===== src/rtl/axis_rr_packet_arbiter_if.sv =====
// Handshake bundle between N_REQ upstream stream sources, the packet arbiter
// and the single shared downstream consumer.
interface axis_rr_packet_arbiter_if #(
  parameter int unsigned N_REQ   = 4,
  parameter int unsigned NB_DATA = 32,
  parameter int unsigned NB_ID   = $clog2(N_REQ)
);

  logic [N_REQ-1:0]         i_valid;
  logic [N_REQ*NB_DATA-1:0] i_data;
  logic [N_REQ-1:0]         i_last;
  logic [N_REQ-1:0]         o_ready;
  logic                     o_valid;
  logic [NB_DATA-1:0]       o_data;
  logic                     o_last;
  logic [NB_ID-1:0]         o_id;
  logic                     i_ready;

  // Arbiter side
  modport master (
    input  i_valid, i_data, i_last, i_ready,
    output o_ready, o_valid, o_data, o_last, o_id
  );

  // Sources/sink side
  modport slave (
    output i_valid, i_data, i_last, i_ready,
    input  o_ready, o_valid, o_data, o_last, o_id
  );

endinterface


===== src/rtl/axis_rr_packet_arbiter.sv =====
// N-to-1 AXI-Stream round-robin arbiter with packet-granular grant and a
// registered main+skid output stage; all upstream readies are registered.
module axis_rr_packet_arbiter #(
  parameter int unsigned N_REQ   = 4,
  parameter int unsigned NB_DATA = 32,
  parameter int unsigned NB_ID   = $clog2(N_REQ)
) (
  input  logic                     i_clk,
  input  logic                     i_rst,
  axis_rr_packet_arbiter_if.master bus,
  output logic                     o_busy,
  output logic [NB_ID-1:0]         o_grant
);

  localparam logic [NB_ID-1:0] PTR_RST = NB_ID'(N_REQ - 1);

  typedef enum logic {ST_IDLE, ST_LOCKED} state_t;

  state_t             state;
  logic [NB_ID-1:0]   ptr;
  logic [N_REQ-1:0]   ready_q;
  logic               main_v, main_last, skid_v, skid_last;
  logic [NB_DATA-1:0] main_data, skid_data;
  logic [NB_ID-1:0]   main_id, skid_id;

  logic               found;
  logic [NB_ID-1:0]   winner, idx;
  logic               xfer, drain, skid_nxt, beat_last;
  logic [NB_DATA-1:0] beat_data;

  // Round-robin search starting just after the last winner
  always_comb begin
    winner = ptr;
    found  = 1'b0;
    idx    = '0;
    for (int unsigned i = 1; i <= N_REQ; i++) begin
      idx = NB_ID'((32'(ptr) + i) % N_REQ);
      if (!found && bus.i_valid[idx]) begin
        winner = idx;
        found  = 1'b1;
      end
    end
  end

  // Granted beat and stage occupancy for the coming cycle
  always_comb begin
    beat_data = bus.i_data[32'(o_grant)*NB_DATA +: NB_DATA];
    beat_last = bus.i_last[o_grant];
    xfer      = (state == ST_LOCKED) && bus.i_valid[o_grant] && ready_q[o_grant];
    drain     = main_v && bus.i_ready;
    skid_nxt  = skid_v ? (main_v && !bus.i_ready)
                       : (xfer && main_v && !bus.i_ready);
  end

  always_ff @(posedge i_clk) begin
    if (i_rst) begin
      state     <= ST_IDLE;
      ptr       <= PTR_RST;
      o_grant   <= '0;
      o_busy    <= 1'b0;
      ready_q   <= '0;
      main_v    <= 1'b0;
      main_data <= '0;
      main_last <= 1'b0;
      main_id   <= '0;
      skid_v    <= 1'b0;
      skid_data <= '0;
      skid_last <= 1'b0;
      skid_id   <= '0;
    end else begin
      case (state)
        ST_IDLE: begin
          ready_q <= '0;
          if (found) begin
            state   <= ST_LOCKED;
            o_grant <= winner;
            ptr     <= winner;
            o_busy  <= 1'b1;
            ready_q <= skid_nxt ? '0 : (N_REQ'(1) << winner);
          end
        end
        ST_LOCKED: begin
          if (xfer && beat_last) begin
            state   <= ST_IDLE;
            o_busy  <= 1'b0;
            ready_q <= '0;
          end else begin
            ready_q <= skid_nxt ? '0 : (N_REQ'(1) << o_grant);
          end
        end
      endcase

      // Main refills from skid first, else from the incoming beat
      skid_v <= skid_nxt;
      if (drain || !main_v) begin
        if (skid_v) begin
          main_v    <= 1'b1;
          main_data <= skid_data;
          main_last <= skid_last;
          main_id   <= skid_id;
        end else if (xfer) begin
          main_v    <= 1'b1;
          main_data <= beat_data;
          main_last <= beat_last;
          main_id   <= o_grant;
        end else begin
          main_v    <= 1'b0;
        end
      end else if (xfer) begin
        skid_data <= beat_data;
        skid_last <= beat_last;
        skid_id   <= o_grant;
      end
    end
  end

  assign bus.o_ready = ready_q;
  assign bus.o_valid = main_v;
  assign bus.o_data  = main_data;
  assign bus.o_last  = main_last;
  assign bus.o_id    = main_id;

endmodule


===== src/flat_wrapper.sv =====
// flat-port wrapper written by rule: the top's interface ports become plain ports
module axis_rr_packet_arbiter_flat 
#(
  parameter int unsigned N_REQ   = 4,
  parameter int unsigned NB_DATA = 32,
  parameter int unsigned NB_ID   = $clog2(N_REQ)
)
  (i_clk, i_rst, o_busy, o_grant, bus_i_valid, bus_i_data, bus_i_last, bus_i_ready, bus_o_ready, bus_o_valid, bus_o_data, bus_o_last, bus_o_id);
  axis_rr_packet_arbiter_if #(.N_REQ(N_REQ), .NB_DATA(NB_DATA), .NB_ID(NB_ID)) bus_i ();
  input  logic i_clk;
  input  logic i_rst;
  output logic o_busy;
  output logic [NB_ID-1:0] o_grant;
  input wire logic [$bits(bus_i.i_valid)-1:0] bus_i_valid;
  input wire logic [$bits(bus_i.i_data)-1:0] bus_i_data;
  input wire logic [$bits(bus_i.i_last)-1:0] bus_i_last;
  input wire logic [$bits(bus_i.i_ready)-1:0] bus_i_ready;
  output wire logic [$bits(bus_i.o_ready)-1:0] bus_o_ready;
  output wire logic [$bits(bus_i.o_valid)-1:0] bus_o_valid;
  output wire logic [$bits(bus_i.o_data)-1:0] bus_o_data;
  output wire logic [$bits(bus_i.o_last)-1:0] bus_o_last;
  output wire logic [$bits(bus_i.o_id)-1:0] bus_o_id;
  assign bus_i.i_valid = bus_i_valid;
  assign bus_i.i_data = bus_i_data;
  assign bus_i.i_last = bus_i_last;
  assign bus_i.i_ready = bus_i_ready;
  assign bus_o_ready = bus_i.o_ready;
  assign bus_o_valid = bus_i.o_valid;
  assign bus_o_data = bus_i.o_data;
  assign bus_o_last = bus_i.o_last;
  assign bus_o_id = bus_i.o_id;
  axis_rr_packet_arbiter #(.N_REQ(N_REQ), .NB_DATA(NB_DATA), .NB_ID(NB_ID)) u_core (.i_clk(i_clk), .i_rst(i_rst), .bus(bus_i), .o_busy(o_busy), .o_grant(o_grant));
endmodule

===== config.mk =====
export PLATFORM = sky130hd
export DESIGN_NAME = axis_rr_packet_arbiter_flat
export DESIGN_NICKNAME = d
export VERILOG_FILES = /design/src/rtl/axis_rr_packet_arbiter_if.sv /design/src/rtl/axis_rr_packet_arbiter.sv /design/src/flat_wrapper.sv
export SDC_FILE = /design/constraint.sdc
export NUM_CORES = 1
export LEC_CHECK = 0
export CORE_MARGIN = 10
export CORE_UTILIZATION = 43
export CTS_BUF_LIST = sky130_fd_sc_hd__clkbuf_16
export CTS_CLUSTER_DIAMETER = 30
export DETAILED_ROUTE_END_ITERATION = 10
export GPL_TIMING_DRIVEN = 0
export PLACE_DENSITY = 0.85
export SLEW_MARGIN = 20
export SYNTH_ARGS = -nofsm -noshare
export SYNTH_HDL_FRONTEND = slang
export SYNTH_SLANG_ARGS = --single-unit

===== constraint.sdc =====
create_clock -name i_clk -period 2.4 [get_ports i_clk]
set_clock_uncertainty 0.05 [all_clocks]
set_input_delay 0.24 -clock i_clk [delete_from_list [all_inputs] [get_ports i_clk]]
set_output_delay 0.24 -clock i_clk [all_outputs]
set_load 0.03 [all_outputs]

-- Word level (Yosys, flattened, before mapping)
Index checks and enable logic that the tools add are counted.
- register bits after elaboration: 82
- bits of input ports: 139
- output and inout port bits: 43
- word-level logic and storage cells: 92
- $add $sub $neg: 4
- $lt $le $gt $ge: 5
- eq/ne operators: 2
- shifts and indexed selects: 3
- multiplexer cells: 42
- bitwise logic cells: 2
- reductions and logical operators: 21
- operators by type and width (cell ; count):
    $shiftx A128 B8 Y32 ; 1
    $mux W32 ; 2
    $mux W1 ; 20
    $mux W4 ; 4
    $lt A2 B3 Y1 const B ; 5
    $bmux W1 S2 ; 7
    $mux W2 ; 6
    $logic_and A1 B1 Y1 ; 10
    $pmux W4 S2 ; 1
    $reduce_and A2 Y1 ; 4
    $shl A1 B2 Y4 const A ; 2
    $logic_not A1 Y1 ; 5
    $add A2 B1 Y2 const B ; 2
    $add A2 B2 Y2 const B ; 2
    $pmux W1 S2 ; 2
    $ne A2 B1 Y1 const B ; 1
    $ne A2 B2 Y1 const B ; 1
    $not A1 Y1 ; 2
    $reduce_bool A2 Y1 ; 1
    $logic_or A1 B1 Y1 ; 1

-- Depth between registers and ports, before layout
Gate-level depths: netlist of run 1.
- word-level depth: 17
- gate-level depth with buffers: 7

-- Worst setup path after synthesis of run 1
Ideal clock, no wire load.
- kind: register to register
- start: register u_core.o_grant[1]
- end: register u_core.skid_data[11]
- setup time: 0.132 ns
- data arrival time: 1.969 ns
- path slack: 0.249 ns
- cell stages (with the launch flop): 8
- path buffers: 3
- period minus slack after synthesis: 2.151 ns
- cell sequence: dfxtp_1 > buf_2 > mux4_2 > and3_1 > buf_2 > clkbuf_1 > nand2_1 > a21oi_1
- word-level cells in the longest chain between the ends: 5
- ends and longest elaborated chain (item ; RTL line ; RTL):
    start, declared ; axis_rr_packet_arbiter.sv:12 ; output logic [NB_ID-1:0] o_grant
    start signal, assigned ; axis_rr_packet_arbiter.sv:76 ; o_grant <= winner;
    branches (longest 5 deep; another with $shiftx A128 B8 Y32) ; - ;
    end signal, assigned ; axis_rr_packet_arbiter.sv:110 ; skid_data <= beat_data;
    end, declared ; axis_rr_packet_arbiter.sv:23 ; logic [NB_DATA-1:0] main_data, skid_data;
Parallel ways; which one is timed is not known. The select of a mux whose other input is x is not followed.
A chain may end at the register's enable or synchronous reset.

-- Worst setup path in the final report of run 1
- start: register u_core.o_grant[1]
- end: register u_core.skid_data[8]
Same word-level chain as after synthesis.

==> results of run 1 <==
-- flip-flops by register name, summed over array words and instances, names as in the netlist --
register            count
u_core.bus.o_data      32
u_core.bus.o_id         2
u_core.bus.o_last       1
u_core.bus.o_ready      4
u_core.bus.o_valid      1
u_core.o_busy           1
u_core.o_grant          2
u_core.ptr              2
u_core.skid_data       32
u_core.skid_id          2
u_core.skid_last        1
u_core.skid_v           1
u_core.state            1
-- synth_stat cells, types with 2 or more instances --
cell type,n
dfxtp_1,82
nand2_1,75
a21oi_1,44
mux2i_1,37
mux4_2,34
nand3b_1,34
o31ai_1,33
clkbuf_1,23
buf_2,13
nor2_1,13
and2_1,5
buf_4,4
nor3_1,4
mux2_2,3
o21ai_0,3
buf_1,2
nand2b_1,2
nand3_1,2
or3_1,2
-- cell families (layout without fill, tap and decap cells) --
| logic type | after synthesis | after routing | synth area share |
|---|---|---|---|
| compound gates | 91 | 91 | 0.135 |
| flops | 82 | 82 | 0.378 |
| buf+inv | 44 | 239 | 0.0470 |
| mux | 74 | 74 | 0.270 |
| simple gates | 145 | 145 | 0.170 |
-- layout make-up --
class / instances / area, um2 / share of cell area
multi-input combinational: 310 / 2500 / 0.378
timing repair buffer: 180 / 1800 / 0.273
sequential: 82 / 1640 / 0.249
clock buffer: 9 / 225 / 0.0341
buffer: 42 / 196 / 0.0298
tap: 133 / 166 / 0.0252
clock inverter: 7 / 70.1 / 0.0106
inverter: 1 / 3.75 / 0.000569
-- routing by layer --
layer,wire length [um],vias to the layer above,track usage
met4,345,0,0.0747
li1,-,2000,-
met1,6070,2016,0.223
met5,0,-,0
met2,7180,133,0.337
met3,874,24,0.0484
-- critical path: cells and delay by family (launching register included) --
kind,cells,cell delay [ns]
AND/OR/NAND/NOR,2,0.32
buffers and inverters,3,0.70
multiplexers,1,0.64
flip-flops,1,0.33
AO/OA/AOI/OAI,1,0.06
-- cell usage in the layout (no fill, tap or decap), types with 2 or more instances in the layout --
master / count
and2_1: 5
nor3_1: 4
clkbuf_16: 9
nor2_1: 13
nand2b_1: 2
buf_2: 13
clkinv_4: 3
nand2_1: 75
clkbuf_1: 22
clkdlybuf4s50_1: 180
dfxtp_1: 82
o21ai_0: 3
a21oi_1: 44
mux4_2: 34
clkinv_2: 2
nand3b_1: 34
o31ai_1: 33
buf_4: 4
or3_1: 2
mux2i_1: 37
mux2_2: 3
buf_1: 2
-- worst max path at each step --
stage                       from                     to  slack (ns)
6_report       u_core.o_grant[1]    u_core.skid_data[8]        0.16
5_1_grt        u_core.o_grant[1]    u_core.skid_data[8]     -0.0006
4_1_cts        u_core.o_grant[0]  u_core.bus.o_data[26]        0.12
3_5_place_dp      bus_i_valid[3]   u_core.skid_data[11]       -0.16
3_3_place_gp      bus_i_valid[3]   u_core.skid_data[12]       -0.09
2_1_floorplan  u_core.o_grant[1]   u_core.skid_data[11]        0.25
-- through the flow --
step	hold slack (ns)	area, um2	std cells	setup slack, ns	TNS, ns
after floorplan	0.383	4340	436	0.249	0
after global placement	0.390	6310	749	-0.0903	-2.81
after detailed placement	0.396	6310	749	-0.161	-5.30
after CTS	0.407	6600	765	0.119	0
after global routing	0.421	6600	764	-0.000555	-0.000555
final	0.405	6600	764	0.161	0
-- where the power goes --
| group | internal, mW | switching, mW |
|---|---|---|
| combinational | 0.499 | 0.402 |
| sequential | 1.40 | 0.0216 |
| clock | 0.804 | 0.554 |
==> results.md, run 1 <==
Clock network:
- The insertion delay to the later sink of the worst-skew pair is 0.33 ns.
- For this design, the CTS-stage hold fixing added 0 buffers.
- The clock tree synthesis step divided the H-tree into 3 levels.
- The clock tree from TritonCTS is built.
- The longest clock path from root to sink contains 2 buffers.
- Post-CTS timing repair inserted 0 buffers for setup.
- The total CTS buffers is 9.
- The clock transition at the registers of the reported paths is 0.06 ns.
- For this design, the sink count on the clock tree is 82.
- After clock tree synthesis, the repair step resized 0 gates.
- In this run the clock root is driven by a clkbuf_16.

Timing:
- The actual slew at the worst max-slew pin is 0.811 ns.
- The post-layout minimum cycle time is 2.24 ns.
- The setup violation total in the final timing report is 0.
- Timing would allow up to 447 MHz.
- The number of hold violations in the final report is 0.
- The worst pin sits at a relative slew slack of 0.459.
- The final period utilization is 0.933.
- The max-slew violation total from the final report is 0.

Logic synthesis:
- The share of synthesized area in the top cell type comes to 0.378.
- The number of storage elements in the synthesis netlist is 82.
- Yosys mapped a number of flops with a built-in enable equal to 0.
- The netlist uses 40 different library cells.
- The total of warnings raised by yosys is 0.
- dfxtp_1 takes more of the synthesized area than any other cell.
- Among all flip-flop cells after synthesis, the most frequent one is dfxtp_1.
- The count of mapped cells out of synthesis is 436.
- Of all flip-flops after synthesis, the portion carrying an async set or reset was 0.
- The mean post-synth cell area is 9.95 um2.
- Counting every net in the synthesized netlist gives 575.
- Ranked by total cell area, the synthesized netlist is headed by dfxtp_1 (38%), mux4_2 (18%), mux2i_1 (8.5%).
- Of the synthesized area, sequential elements account for 0.378.
- The summed instance area of the synthesized netlist is 4340 um2.

Setup path:
- The startpoint identified for the worst register-to-register timing path is u_core.o_grant[1].
- The arrival time reported for the critical path endpoint is 2.38 ns.
- By startpoint and endpoint, the worst setup path is classified as reg2reg.
- The worst register-to-register path has a depth of 7.
- Along the worst path, the maximum fanout reaches 17.
- In this design, the critical path's most frequently occurring cell is buf_2.
- The worst setup path is launched from a flop.
- Data on the critical path is required at its endpoint by 2.54 ns.
- STA classifies the critical path endpoint as a flop.
- The register-to-register path setup slack is 0.16 ns.
- The peak per-stage delay on the critical path is 0.64 ns.
- The end of the worst register-to-register path is u_core.skid_data[8].
- Among all stages on the critical path, the largest delay is contributed by mux4_2.
- Traced cell by cell, the critical path runs through buf_2 -> mux4_2 -> and3_1 -> buf_2 -> buf_2 -> nand2_1 -> a21oi_1.

Job:
- The max capacitance violation total is 0.

Global route:
- Entering global routing, the biggest net connects 15 pins.
- The number of antenna violations at the first check in global routing came to 0.
- Across every metal layer, demand over resource in global routing totals 0.193.
- The number of global-route vias before repair is 4,394.
- The wire length of the first global-routing pass is 22.7 mm.
- Summed over all layers, the global routing overflow is 0.

Placed design:
- At the end of routability-driven placement, the weighted congestion stood at 0.870.
- The number of buffers inserted by port buffering is 180.
- The detailed placement HPWL is 11.6 mm.

Power and ir drop:
- The post-route total power is 3.68 mW.
- The highest ir drop seen on vdd is 0.397 mV.
- In this run the static leakage power is 2.19 nW.
- The ratio of total power to cell area is 557 nW/um2.

Floorplan:
- In this run the core area contains 36 standard-cell rows.
- The floorplan step defined a core boundary enclosing 9820 um2.
- The y dimension of the die is 120 um.
- The die footprint is 14,500 um2.
- The number of primary I/O pins is 182.
- From left edge to right edge, the die measures 120 um.
- The initial core utilization is 0.442.

Route:
- The detailed router finished its first iteration with 222 violations.
- The count of vias placed by the detailed router is 4,173.
- In this run the remaining antenna-violating nets after routing total 0.
- The post-detailed-route via-to-cell ratio is 5.46.
- The number of detailed-route iterations in the first pass is 7.
- For this block, the routed nets add up to 14.5 mm of wire.
- In the routed design, unresolved DRC markers number 0.
- Dividing the detail-routed wire length by the instance count gives 18.9 um.

Hold path:
- The classification of the worst-slack hold path is reg2reg.
- The worst hold path stage count is 2.
- The worst hold path begins at u_core.skid_data[4].
- The worst hold path terminates at u_core.skid_data[4].

Cells and area:
- The final cell utilization of the core is 0.672.
- Of the cells placed in the final design, the portion with a size suffix greater than 1 is 0.117.
- After filler insertion, the fill cell instance count of the layout stands at 789.
- The total number of nets in the final design is 765.
- The relative area change from synthesis to final layout is 52.2%.
- The repair_antennas step left the layout with diodes totalling 0.

Outcome:
- The flow ran to the end, and the final reports show no timing, DRC or antenna violations.
No activity file was read; power rests on OpenSTA's default activity.
==> inputs of run 2 (changes only) <==
- CAP_MARGIN: unset -> 25
- CORE_UTILIZATION: 43 -> 45
- PLACE_DENSITY: 0.85 -> 0.88
- clock period: 2.4 -> 2.7 ns (I/O delays scaled with it)
==> results.md, run 2 (synthesis results as in run 1) <==
Power and ir drop:
- The ratio of total power to cell area is 542 nW/um2 (was 557 nW/um2).
- The highest ir drop seen on vdd is 0.353 mV (was 0.397 mV).
- The post-route total power came to 3.63 mW (was 3.68 mW).
- The reported leakage power is 2.24 nW (was 2.19 nW).

Cells and area:
- The fraction of final layout cells with drive strength greater than 1 came to 0.114 (was 0.117).
- The count of inserted antenna diode cells came to 0 (unchanged).
- Commonest non-fill, non-tap cells in the layout: clkdlybuf4s50_1 (180), dfxtp_1 (82), nand2_1 (75) (unchanged).
- The number of fillers in the final layout is 689 (was 789).
- The total number of nets in the final design is 766 (was 765).
- The most common cell after layout, fill and taps aside is clkdlybuf4s50_1 (unchanged).
- The relative area change from synthesis to final layout is 54.1% (was 52.2%).

Floorplan:
- The die extent in x was 118 um (was 120 um).
- The core outline area is 9330 um2 (was 9820 um2).
- The floorplan row count is 35 (was 36).
- The die footprint is 14,000 um2 (was 14,500 um2).
- The y dimension of the die is 118 um (was 120 um).
- The number of primary I/O pins is 182 (unchanged).
- The initial core utilization came to 0.465 (was 0.442).

Setup path:
- The end of the worst register-to-register path is u_core.skid_data[15] (was u_core.skid_data[8]).
- The beginning of the critical path is u_core.o_grant[1] (unchanged).
- The logic depth of the worst setup path including buffers is 7 (unchanged).
- The kind of critical path is reg2reg (unchanged).
- The startpoint of the most critical register-to-register path was u_core.o_grant[1] (unchanged).
- The critical path launch point type is a flop (unchanged).
- Chain of cells forming the critical path: buf_2 -> mux4_2 -> and3_1 -> buf_2 -> clkbuf_1 -> nand2_1 -> a21oi_1 (was buf_2 -> mux4_2 -> and3_1 -> buf_2 -> buf_2 -> nand2_1 -> a21oi_1).
- The peak per-stage delay on the critical path is 0.64 ns (about the same).
- The element type at the critical path end is a flop (unchanged).
- The critical path data required time is 2.85 ns (was 2.54 ns).
- The top fanout value on the critical path is 10 (was 17).
- The arrival time reported for the critical path endpoint was 2.43 ns (was 2.38 ns).
- The register-to-register path setup slack came to 0.42 ns (was 0.16 ns).
- The dominant delay contributor by cell family on the critical path is buffers and inverters (unchanged).
- The cell type with the highest occurrence count on the critical path is buf_2 (unchanged).
- The cell at the slowest stage of the critical path is mux4_2 (unchanged).
- The number of buffer and inverter instances along the worst setup path is 3 (unchanged).
- The worst-case reg-to-reg path depth was 7 (unchanged).
- The endpoint of the most critical setup path is u_core.skid_data[15] (was u_core.skid_data[8]).

Placed design:
- The number of buffers inserted by port buffering came to 180 (unchanged).
- The detailed placement HPWL is 11.7 mm (was 11.6 mm).
- The routability congestion estimate from global placement was 0.825 (was 0.870).

Global route:
- The number of global-route vias before repair came to 4,643 (was 4,394).
- The number of antenna violations at the first check in global routing is 0 (unchanged).
- The residual overflow from global routing is 0 (unchanged).
- The largest net degree at the start of global routing came to 14 (was 15).
- The wire length of the first global-routing pass is 23.7 mm (was 22.7 mm).
- The total routing resource utilization after global routing is 0.206 (was 0.193).

Hold path:
- The classification of the worst-slack hold path is reg2reg (unchanged).

Timing:
- The actual slew at the worst max-slew pin came to 0.760 ns (was 0.811 ns).
- The setup violation total in the final timing report is 0 (unchanged).
- The worst max-slew margin expressed relative to the limit was 0.493 (was 0.459).
- Setup repair after global routing left no endpoint under its margin.
- The post-layout minimum cycle time is 2.28 ns (was 2.24 ns).
- The final total negative setup slack came to 0 ns (unchanged).
- The max-slew violation total from the final report is 0 (unchanged).
- The number of hold violations in the final report is 0 (unchanged).
- The highest clock rate was 439 MHz (was 447 MHz).
- The final period utilization is 0.843 (was 0.933).

Route:
- The post-detailed-route via-to-cell ratio is 5.56 (was 5.46).
- The wire length reported by the detailed router is 15.0 mm (was 14.5 mm).
- The number of detailed-route iterations in the first pass is 4 (was 7).
- The routed length per instance is 19.7 um (was 18.9 um).
- The count of routing violations after the opening detailed-route iteration is 240 (was 222).
- The number of design rule violations left after detail routing was 0 (unchanged).
- The count of vias placed by the detailed router is 4,233 (was 4,173).
- The number of antenna-violating nets in the routed design is 0 (unchanged).

Clock network:
- The count of hold-fix buffers inserted at cts is 0 (unchanged).
- The maximum buffer depth of the clock tree is 2 (unchanged).
- The post-CTS setup-driven buffer insertion count is 0 (unchanged).
- The clock transition at the registers of the reported paths is 0.06 ns (about the same).
- The total CTS buffers came to 9 (unchanged).
- The cell chosen for the clock root was clkbuf_16 (unchanged).
- The insertion delay to the later sink of the worst-skew pair was 0.33 ns (about the same).
- The CTS H-tree depth was 3 (unchanged).
- The number of gates resized after CTS is 0 (unchanged).
- The clock tree from TritonCTS is built (unchanged).
- The CTS sink count is 82 (unchanged).

Job:
- The max capacitance violation total is 0 (unchanged).

Outcome:
- Result of the run: finished clean (unchanged).
==> run 2: worst reg2reg max path, stage by stage, from the launching register on <==
cell and delay (ns):
dfxtp_1 0.32, buf_2 0.24, mux4_2 0.64, and3_1 0.22
buf_2 0.17, clkbuf_1 0.26, nand2_1 0.16, a21oi_1 0.08
==> run 2: worst min path at each step <==
stage	from	end	slack, ns	depth (start not counted)
final	u_core.skid_data[14]	u_core.skid_data[14]	0.41	2
after global routing	u_core.skid_data[25]	u_core.skid_data[25]	0.43	2
after CTS	u_core.skid_data[0]	u_core.skid_data[0]	0.40	2
after detailed placement	u_core.skid_data[0]	u_core.skid_data[0]	0.40	2
after global placement	u_core.skid_id[0]	u_core.skid_id[0]	0.39	2
after floorplan	u_core.skid_id[0]	u_core.skid_id[0]	0.38	2
==> run 2: power breakdown <==
part	leakage (nW)	switching [mW]	total [mW]	internal, mW
Clock	0.192	0.478	1.56	1.08
Sequential	0.663	0.0192	1.26	1.24
Combinational	1.38	0.358	0.802	0.444
==> run 2: per-stage QoR <==
stage / cell area (um2) / hold WS (ns) / utilization / instances / worst slack (ns)
after CTS: 6680 / 0.404 / 0.717 / 761 / 0.425
after global placement: 6300 / 0.389 / 0.676 / 745 / 0.177
after detailed placement: 6300 / 0.396 / 0.676 / 745 / 0.102
after floorplan: 4340 / 0.383 / - / 436 / 0.549
after global routing: 6680 / 0.426 / 0.717 / 761 / 0.319
final: 6680 / 0.407 / 0.717 / 761 / 0.424
==> run 2: area by class of cell <==
| cell class | count | area (um2) | area share |
|---|---|---|---|
| clock inverter | 7 | 158 | 0.0236 |
| buffer | 43 | 200 | 0.0300 |
| multi-input combinational | 310 | 2490 | 0.373 |
| inverter | 1 | 3.75 | 0.000562 |
| sequential | 82 | 1640 | 0.246 |
| tap | 129 | 161 | 0.0241 |
| timing repair buffer | 180 | 1800 | 0.270 |
| clock buffer | 9 | 225 | 0.0337 |
==> run 2: metal layers <==
layer | routed length [um] | track usage | vias to the layer above
met5 | 0 | 0 | -
met4 | 317 | 0.0688 | 0
met3 | 933 | 0.0547 | 22
met2 | 7810 | 0.375 | 164
met1 | 5890 | 0.226 | 2051
li1 | - | - | 1996
==> inputs of run 3 (changes only) <==
- CORE_UTILIZATION: 45 -> 39
- PLACE_DENSITY: 0.88 -> 0.81
- clock period: 2.7 -> 1.9 ns (I/O delays scaled with it)
==> results.md, run 3 (synthesis results as in run 1) <==
Hold path:
- The startpoint of the most critical hold path was u_core.skid_data[31] (was u_core.skid_data[14]).
- The classification of the worst-slack hold path is reg2reg (unchanged).
- The endpoint of the worst hold path is u_core.skid_data[31] (was u_core.skid_data[14]).
- The worst hold path stage count is 2 (unchanged).

Timing:
- The number of hold violations in the final report is 0 (unchanged).
- The max-slew violation total from the final report is 0 (unchanged).
- The worst max-slew margin expressed relative to the limit is 0.516 (was 0.493).
- The post-layout minimum cycle time is 1.93 ns (was 2.28 ns).
- RSZ-0062 raised after global routing: yes (was no).
- The setup violation total in the final timing report is 12 (was 0).
- The final period utilization came to 1.02 (was 0.843).
- The actual slew at the worst max-slew pin is 0.726 ns (was 0.760 ns).
- The highest clock rate was 518 MHz (was 439 MHz).
- The final worst slack came to -0.0290 ns (was 0.424 ns).

Global route:
- The met3 demand-to-capacity share in global routing is 0.0570 (was 0.0547).
- The wire length of the first global-routing pass was 23.2 mm (was 23.7 mm).
- The number of global-route vias before repair is 4,472 (was 4,643).
- The largest net degree at the start of global routing was 14 (unchanged).
- The global routing's busiest layer is met2 (unchanged).
- The number of antenna violations at the first check in global routing is 0 (unchanged).
- The total routing resource utilization after global routing came to 0.178 (was 0.206).
- The residual overflow from global routing was 0 (unchanged).
- The met2 track demand over resource is 0.329 (was 0.375).
- The fraction of met1 tracks used by global routing is 0.194 (was 0.226).

Route:
- The wire length reported by the detailed router is 14.8 mm (was 15.0 mm).
- The number of design rule violations left after detail routing was 0 (unchanged).
- The post-detailed-route via-to-cell ratio came to 5.38 (was 5.56).
- The number of antenna-violating nets in the routed design is 0 (unchanged).
- The count of routing violations after the opening detailed-route iteration is 266 (was 240).
- The number of detailed-route iterations in the first pass is 4 (unchanged).
- The routed length per instance is 18.9 um (was 19.7 um).
- The count of vias placed by the detailed router was 4,220 (was 4,233).

Outcome:
- Result of the run: finished with violations (was finished clean).
- The final reports fail on negative setup slack.

Setup path:
- The startpoint of the most critical register-to-register path was u_core.bus.o_ready[1] (was u_core.o_grant[1]).
- The arrival time reported for the critical path endpoint is 2.13 ns (was 2.43 ns).
- The critical path launch point type is a flop (unchanged).
- The top fanout value on the critical path was 10 (unchanged).
- The end of the worst register-to-register path is u_core.bus.o_data[1] (was u_core.skid_data[15]).
- The critical path data required time is 2.10 ns (was 2.85 ns).
- The worst-case reg-to-reg path depth is 7 (unchanged).
- The register-to-register path setup slack is -0.03 ns (was 0.42 ns).
- The element type at the critical path end is a flop (unchanged).
- The kind of critical path is reg2reg (unchanged).

Floorplan:
- The die extent in x is 125 um (was 118 um).
- The initial core utilization is 0.398 (was 0.465).
- The floorplan row count was 38 (was 35).
- The y dimension of the die is 125 um (was 118 um).
- The number of primary I/O pins was 182 (unchanged).
- The core outline area was 10,900 um2 (was 9330 um2).
- The die footprint came to 15,700 um2 (was 14,000 um2).

Clock network:
- The clock transition at the registers of the reported paths is 0.07 ns (was 0.06 ns).
- The clock tree from TritonCTS is built (unchanged).
- The maximum buffer depth of the clock tree is 2 (unchanged).
- The insertion delay to the later sink of the worst-skew pair is 0.33 ns (about the same).
- The CTS H-tree depth is 3 (unchanged).
- The count of hold-fix buffers inserted at cts is 0 (unchanged).
- The CTS sink count is 82 (unchanged).
- The total CTS buffers is 9 (unchanged).
- The cell chosen for the clock root is clkbuf_16 (unchanged).

Cells and area:
- The number of non-filler instances in the completed layout is 784 (was 761).
- The count of inserted antenna diode cells is 0 (unchanged).
- The footprint of the multi-input gates came to 2550 um2 (was 2490 um2).
- The total number of nets in the final design came to 778 (was 766).
- The sequential cell area was 1650 um2 (was 1640 um2).
- The number of fillers in the final layout is 871 (was 689).
- Commonest non-fill, non-tap cells in the layout: clkdlybuf4s50_1 (176), dfxtp_1 (76), nand2_1 (75) (was clkdlybuf4s50_1 (180), dfxtp_1 (82), nand2_1 (75)).
- The relative area change from synthesis to final layout is 59.7% (was 54.1%).
- The fraction of final layout cells with drive strength greater than 1 came to 0.161 (was 0.114).
- The most common cell after layout, fill and taps aside is clkdlybuf4s50_1 (unchanged).

Placed design:
- The number of buffers inserted by port buffering is 180 (unchanged).
- The routability congestion estimate from global placement is 0.836 (was 0.825).
- The detailed placement HPWL is 11.7 mm (about the same).
- The number of cells after detailed placement is 756 (was 745).

Power and ir drop:
- The total internal power is 3.58 mW (was 2.77 mW).
- The switching share of power is 0.252 (was 0.236).
- The sequential cell fraction of total power is 0.378 (was 0.348).
- The post-route total power is 4.78 mW (was 3.63 mW).
- The highest ir drop seen on vdd is 0.533 mV (was 0.353 mV).
- The reported leakage power is 2.37 nW (was 2.24 nW).
- The part of the total power dissipated in combinational logic came to 0.251 (was 0.221).
- The ratio of total power to cell area was 690 nW/um2 (was 542 nW/um2).
- The power spent charging and discharging nets is 1.21 mW (was 0.855 mW).
- The share of total power in the clock network is 0.371 (was 0.431).

Job:
- The max capacitance violation total came to 0 (unchanged).
run 3: cell count changes in the layout (fill, tap and decap cells not counted), moves of 5 or more:
cell | before | now
buf_2 | 13 | 2
buf_4 | 4 | 14
buf_6 | 1 | 7
buf_8 | 0 | 6
clkbuf_1 | 23 | 16
clkbuf_2 | 0 | 5
dfxtp_1 | 82 | 76
dfxtp_2 | 0 | 5
o31ai_1 | 33 | 28
run 3: metrics by stage:
| step | hold slack (ns) | setup WS (ns) | setup TNS, ns | cell area, um2 | utilization |
|---|---|---|---|---|---|
| floorplan | 0.383 | 0.00484 | 0 | 4360 | - |
| global placement | 0.389 | -0.491 | -31.09 | 6340 | 0.582 |
| detailed placement | 0.396 | -0.546 | -33.34 | 6340 | 0.582 |
| CTS | 0.404 | -0.0438 | -0.771 | 6810 | 0.625 |
| global route | 0.421 | -0.106 | -2.40 | 6930 | 0.636 |
| finish | 0.404 | -0.0290 | -0.119 | 6930 | 0.636 |
run 3: timing repair:
action	4_1_cts	5_1_grt
cloned	2	1
resized for setup	34	20
buffers inserted	9	3
setup endpoints to repair	66	67
pin swaps	1	1
run 3: worst max path at each step:
stage / start / endpoint / slack (ns) / depth (start not counted)
after floorplan: u_core.o_grant[1] / u_core.skid_data[11] / 0.005 / 7
after global placement: bus_i_valid[3] / u_core.bus.o_data[27] / -0.49 / 8
after global routing: u_core.bus.o_ready[1] / u_core.bus.o_data[1] / -0.11 / 7
after CTS: u_core.o_grant[1] / u_core.bus.o_data[29] / -0.04 / 6
final: u_core.bus.o_ready[1] / u_core.bus.o_data[1] / -0.03 / 7
after detailed placement: bus_i_valid[3] / u_core.bus.o_data[29] / -0.55 / 8
run 3: cell type report:
cell class	count	area share
Sequential cell	82	0.238
Multi-Input combinational cell	310	0.368
Timing Repair Buffer	195	0.282
Tap cell	140	0.0253
Clock buffer	9	0.0325
Buffer	40	0.0412
Inverter	1	0.000542
Clock inverter	7	0.0114
run 3: power groups by stage:
stage                     logic (mW)  clock network (mW)  registers (mW)
after global routing            1.28                1.87            1.81
final                           1.20                1.78            1.81
after floorplan                0.563                   0            1.90
after detailed placement        1.15                   0            1.83
after global placement          1.12                   0            1.83
after CTS                       1.18                1.80            1.81
run 3: critical path, stage by stage, from the launching register on:
cell      delay (ns)
dfxtp_2         0.33
and2_4          0.16
mux4_2          0.54
a31oi_4         0.26
buf_4           0.16
buf_6           0.14
nand3b_1        0.13
o31ai_4         0.07
run 3: per-layer routing:
metal,up-vias,part of all wire,routed length [um]
li1,2026,-,-
met1,2003,0.38,5630
met2,177,0.52,7740
met3,14,0.085,1250
met4,0,0.012,178
met5,-,0,0
